### config.mk
export PLATFORM = sky130hd
export DESIGN_NAME = pipe_hazard_ctrl
export DESIGN_NICKNAME = d
export VERILOG_FILES = /design/src/rtl/pipe_hazard_ctrl.sv
export SDC_FILE = /design/constraint.sdc
export NUM_CORES = 1
export LEC_CHECK = 0
export ABC_CLOCK_PERIOD_IN_PS = 1900
export CORE_MARGIN = 5
export CORE_UTILIZATION = 41
export CTS_CLUSTER_DIAMETER = 150
export CTS_CLUSTER_SIZE = 12
export DETAILED_ROUTE_END_ITERATION = 8
export PLACE_DENSITY = 0.89
export SETUP_SLACK_MARGIN = 0.5
export SLEW_MARGIN = 20
export SYNTH_ARGS = -nofsm -noshare
export SYNTH_HDL_FRONTEND = slang
export SYNTH_SLANG_ARGS = --single-unit
### constraint.sdc
create_clock -name clk -period 1.9 [get_ports clk]
set_input_delay 0.19 -clock clk [delete_from_list [all_inputs] [get_ports clk]]
set_output_delay 0.19 -clock clk [all_outputs]
set_load 0.01 [all_outputs]
### src/rtl/pipe_hazard_ctrl.sv
// Hazard/stall sequencer for a 5-stage RV32I pipeline: stage enables and flushes,
// EX forwarding selects, Dmem request handshake with timeout, saturating stall counter.
module pipe_hazard_ctrl #(
  parameter int MEM_TIMEOUT = 16,
  parameter int CNT_W       = 32
) (
  input  logic             clk,
  input  logic             rst_n,
  input  logic [4:0]       id_rs1,
  input  logic [4:0]       id_rs2,
  input  logic             id_rs1_used,
  input  logic             id_rs2_used,
  input  logic [4:0]       ex_rs1,
  input  logic [4:0]       ex_rs2,
  input  logic [4:0]       ex_rd,
  input  logic             ex_reg_w_ctrl,
  input  logic             ex_is_load,
  input  logic             c,
  input  logic [4:0]       mem_rd,
  input  logic             mem_reg_w_ctrl,
  input  logic             mem_ld_st,
  input  logic             dmem_ack,
  input  logic [4:0]       wb_rd,
  input  logic             wb_reg_w_ctrl,
  output logic             pc_en,
  output logic             if_id_en,
  output logic             id_ex_en,
  output logic             ex_mem_en,
  output logic             mem_wb_en,
  output logic             if_id_flush,
  output logic             id_ex_flush,
  output logic             ex_mem_flush,
  output logic             mem_wb_flush,
  output logic             dmem_req,
  output logic [1:0]       fwd_a_sel,
  output logic [1:0]       fwd_b_sel,
  output logic             mem_err,
  output logic [CNT_W-1:0] stall_cnt
);

  localparam logic [0:0] ST_RUN      = 1'b0;
  localparam logic [0:0] ST_MEM_WAIT = 1'b1;
  localparam int         WC_W        = (MEM_TIMEOUT < 2) ? 1 : $clog2(MEM_TIMEOUT + 1);

  logic [0:0]       state_q, state_d;
  logic [WC_W-1:0]  wait_cnt_q, wait_cnt_d;
  logic             mem_err_q, mem_err_d;
  logic [CNT_W-1:0] stall_cnt_q, stall_cnt_d;

  // Bit order: en = {pc, if_id, id_ex, ex_mem, mem_wb}, fl = {if_id, id_ex, ex_mem, mem_wb}
  logic [4:0] en_raw, en;
  logic [3:0] fl;
  logic       load_use;

  function automatic logic [1:0] fwd_sel(input logic [4:0] rs,
                                         input logic [4:0] m_rd, input logic m_wn,
                                         input logic [4:0] w_rd, input logic w_wn);
    if (!m_wn && m_rd != 5'd0 && m_rd == rs)      return 2'b01;
    else if (!w_wn && w_rd != 5'd0 && w_rd == rs) return 2'b10;
    else                                          return 2'b00;
  endfunction

  assign load_use = ex_is_load & ~ex_reg_w_ctrl & (ex_rd != 5'd0) &
                    ((id_rs1_used & (id_rs1 == ex_rd)) | (id_rs2_used & (id_rs2 == ex_rd)));

  always_comb begin
    // NOTE: every always_comb output gets a default first so no path infers a latch.
    state_d    = state_q;
    wait_cnt_d = wait_cnt_q;
    mem_err_d  = mem_err_q;
    en_raw     = 5'b11111;
    fl         = 4'b0000;

    case (state_q)
      ST_RUN: begin
        if (mem_ld_st && !dmem_ack) begin
          en_raw     = 5'b00000;
          fl[0]      = 1'b1;
          state_d    = ST_MEM_WAIT;
          wait_cnt_d = WC_W'(1);
        end else if (c) begin
          fl[3:2] = 2'b11;
        end else if (load_use) begin
          en_raw[4:3] = 2'b00;
          fl[2]       = 1'b1;
        end
      end
      ST_MEM_WAIT: begin
        en_raw = 5'b00000;
        fl[0]  = 1'b1;
        if (dmem_ack) begin
          // Release everything; redirects and load-use are reconsidered next cycle.
          en_raw     = 5'b11111;
          fl         = 4'b0000;
          state_d    = ST_RUN;
          wait_cnt_d = '0;
        end else if (wait_cnt_q == WC_W'(MEM_TIMEOUT)) begin
          fl[1]      = 1'b1;
          mem_err_d  = 1'b1;
          state_d    = ST_RUN;
          wait_cnt_d = '0;
        end else begin
          wait_cnt_d = wait_cnt_q + WC_W'(1);
        end
      end
      default: begin
        state_d    = ST_RUN;
        wait_cnt_d = '0;
      end
    endcase

    if (!rst_n) begin
      en_raw = 5'b00000;
      fl     = 4'b1111;
    end

    // A flushed register loads the bubble, so its plain enable is suppressed.
    en = en_raw & ~{1'b0, fl};

    stall_cnt_d = stall_cnt_q;
    if (!en[4] && stall_cnt_q != {CNT_W{1'b1}})
      stall_cnt_d = stall_cnt_q + CNT_W'(1);
  end

  always_ff @(posedge clk) begin
    // NOTE: synchronous reset lives inside the clocked block; state uses non-blocking only.
    if (!rst_n) begin
      state_q     <= ST_RUN;
      wait_cnt_q  <= '0;
      mem_err_q   <= 1'b0;
      stall_cnt_q <= '0;
    end else begin
      state_q     <= state_d;
      wait_cnt_q  <= wait_cnt_d;
      mem_err_q   <= mem_err_d;
      stall_cnt_q <= stall_cnt_d;
    end
  end

  assign {pc_en, if_id_en, id_ex_en, ex_mem_en, mem_wb_en}     = en;
  assign {if_id_flush, id_ex_flush, ex_mem_flush, mem_wb_flush} = fl;

  assign dmem_req  = rst_n & mem_ld_st;
  assign fwd_a_sel = rst_n ? fwd_sel(ex_rs1, mem_rd, mem_reg_w_ctrl, wb_rd, wb_reg_w_ctrl) : 2'b00;
  assign fwd_b_sel = rst_n ? fwd_sel(ex_rs2, mem_rd, mem_reg_w_ctrl, wb_rd, wb_reg_w_ctrl) : 2'b00;
  assign mem_err   = mem_err_q;
  assign stall_cnt = stall_cnt_q;

endmodule
==> out/qor.yml <==
status: "finished with violations"
failed_checks: "setup timing"
worstMarginPinSlew_ns: 0.3991
hold_ws_ns: 0.3342
synth.net_count: 367
fin_crit_sh: 1.060
root_buffer: "clkbuf_8"
drive_above_1_share: 0.5581
critPathMaxFanout: 4
ys_seq_area_frac: 0.3020
holdCritPathClass: "input pin to register"
clock.fmax_mhz: 496.4
ys_ff_latch: 39
die_y_um: 89.40
dp_slack_ns: -0.6826
antenna_found_initial: 0
ios: 93
nets: 564
setup_ws_ns: -0.1147
rows: 29
first_pass_iters: 5
placed_cell_area_sq_um: 4210
insertedDiodeCount: 0
h-tree-depth: 2
die-area_sq_um: 7992
critPathArrivalTime_ns: 2.26
wl_mm: 13.57
clk_path_buf_depth: 2
initial_core_util: 0.4142
cts_hold_buffers: 0
netlist_area_sq_um: 2585
drv_cap: 0
finalInstanceArea_sq_um: 5179
syn_area_per_cell_sq_um: 8.129
fin_crit_ns: 2.015
critPathCaptureType: "register"
synth_area_leaders: "dfxtp_1, xnor2_1, xor2_1, mux2i_1, nand2_1"
ys.flop_type: "dfxtp_1"
port_buffers: 92
grt_max_degree: 28
final.fill_count: 340
peakVddDrop_mv: 0.3398
grt_first_pass_wirelength_mm: 17.86
hold_violations: 0
drt_iter0_drc: 334
fp.coreArea_sq_um: 6241
synth_top_area_share: 0.3020
numCtsBuffers: 5
gr-total-overflow: 0
grt_pass1_vias: 3631
hpwl_mm: 6.611
area.growth.synth_to_final_pct: 100.3
antenna_left: 0
yosysWarnings: 0
vias: 3713
cts.clk_slew.worst_paths_ns: 0.09
clk-insertion-delay-late_ns: 0.30
synth.distinct_cells: 52
slew_violations: 0
finalSetupViolations: 17
yosys.area.top_type: "dfxtp_1"
clock_sinks: 39
fin_skew_ns: 0.009627
critPathKind: "register to register"
grt_use_total: 0.2943
viasPerCell: 6.261
synthCells: 318
routabilityCongestion: 0.7950
synth_edf_count: 0
power_leakage_nw: 2.382
power_density_nw_per_um2: 398.2
maxSlewHeadroom: 0.7339
async_flop_share: 0
cp-start-kind: "register"
cp.required_ns: 2.14
die_w_um: 89.40
cts_tree: "done"
routedWlPerCell_um: 22.89
rsz0062_at_grt: "yes"
drc: 0
-- timing repair --
action,4_1_cts,5_1_grt
buffers inserted,36,11
cloned,4,0
pin swaps,69,35
resized for setup,275,79
setup endpoints to repair,76,58
-- state kept, by name, summed over array words and instances, names as in the netlist --
signal / count
state_q: 1
wait_cnt_q: 5
stall_cnt: 32
mem_err: 1
-- Yosys cell counts, types with 2 or more instances --
master	count
buf_2	2
o31ai_1	9
nand4_1	15
and4_1	2
or3_4	2
nand2_1	29
and3_1	5
xor2_1	15
nand2b_1	9
nand3_1	17
xnor2_1	17
a211oi_1	2
ha_1	3
and2_1	5
nor2_1	18
a31oi_1	2
clkbuf_1	6
o21ai_0	11
nor2b_1	2
o21bai_1	2
mux2i_1	11
o22ai_1	2
nor3b_1	3
nor4_1	11
nor3_1	4
or3_1	9
inv_1	10
a21o_1	2
dfxtp_1	39
a21oi_1	21
or4_1	12
-- worst max-delay path, cell delays in order (launching register included) --
cell and delay (ns):
dfxtp_2 0.37, nand4_1 0.15, buf_6 0.17, nor3_4 0.19, nand3_2 0.09, or3_4 0.42
or4_4 0.45, a21oi_2 0.13
-- cell type report --
cell class              count  area (sq um)  share of cell area
clock buffers               5         68.82             0.01329
clock inverters             3         15.01            0.002899
inverters                  11         48.80            0.009423
multi-input cells         261          2394              0.4622
flip-flops and latches     39         854.6              0.1650
well taps                  77         96.34             0.01860
repair buffers            197          1702              0.3286
-- cells by family after synthesis --
kind of cell,after synthesis,share of synthesized area
and+or+nand+nor,151,0.3437
DFF,39,0.3020
AOI/OAI and AO/OA,61,0.1529
buffers and inverters,21,0.03582
adders and majority gates,3,0.01452
xor gates and xnor gates,32,0.1084
muxes,11,0.04260
-- placed cells by master (no fill, tap or decap), types with 3 or more instances in the layout --
master and count:
inv_1 6, and2_4 3, a21oi_1 11, nand3_2 6, or3_4 4, buf_6 30
dfxtp_4 14, nor2_1 13, nand2_1 25, and3_1 3, or4_4 8, clkbuf_2 6
a21oi_2 9, o31ai_1 8, mux2i_1 11, inv_2 3, xor2_1 15, nor2_4 3
o21ai_0 9, dlymetal6s2s_1 10, xnor2_1 3, clkbuf_8 5, and2_1 3, or3_1 7
dfxtp_1 8, buf_2 19, nand2b_1 8, nand3_1 12, dlygate4sd2_1 35, nand4_1 15
nor2_2 3, buf_4 87, nor4_4 10, nand3_4 4, or4_1 4, nor3_4 3
dfxtp_2 17, xnor2_2 13
-- power breakdown --
group          switching (mW)  internal [mW]
clock network           0.316          0.250
registers             0.00996          0.811
logic                   0.332          0.343
-- per-layer routing --
layer  GRT usage  share of wire  wire length [um]
met4      0.1624          0.083              1125
met5     0.01299              0                 0
met3     0.06912          0.086              1169
met2      0.5512           0.51              6943
met1      0.2950           0.32              4335
-- per-stage QoR --
step | cells | power, mW | TNS (ns) | util
detailed placement | 534 | 1.322 | -17.48 | 0.6746
finish | 593 | 2.062 | -0.8497 | 0.8298
floorplan | 318 | 1.053 | 0 | -
global placement | 534 | 1.305 | -15.11 | 0.6746
global route | 593 | 2.120 | -2.509 | 0.8298
CTS | 582 | 1.941 | 0 | 0.7767
-- worst paths after layout --
path                                       to           from  cells past startpoint  slack (ns)
worst min register to register  stall_cnt[22]  stall_cnt[22]                      2        0.50
worst min-delay path            stall_cnt[22]          rst_n                      4        0.33
worst max-delay path            stall_cnt[29]  stall_cnt[12]                      7       -0.11
worst max register to register  stall_cnt[29]  stall_cnt[12]                      7       -0.11
(Power assumes the default switching activity.)
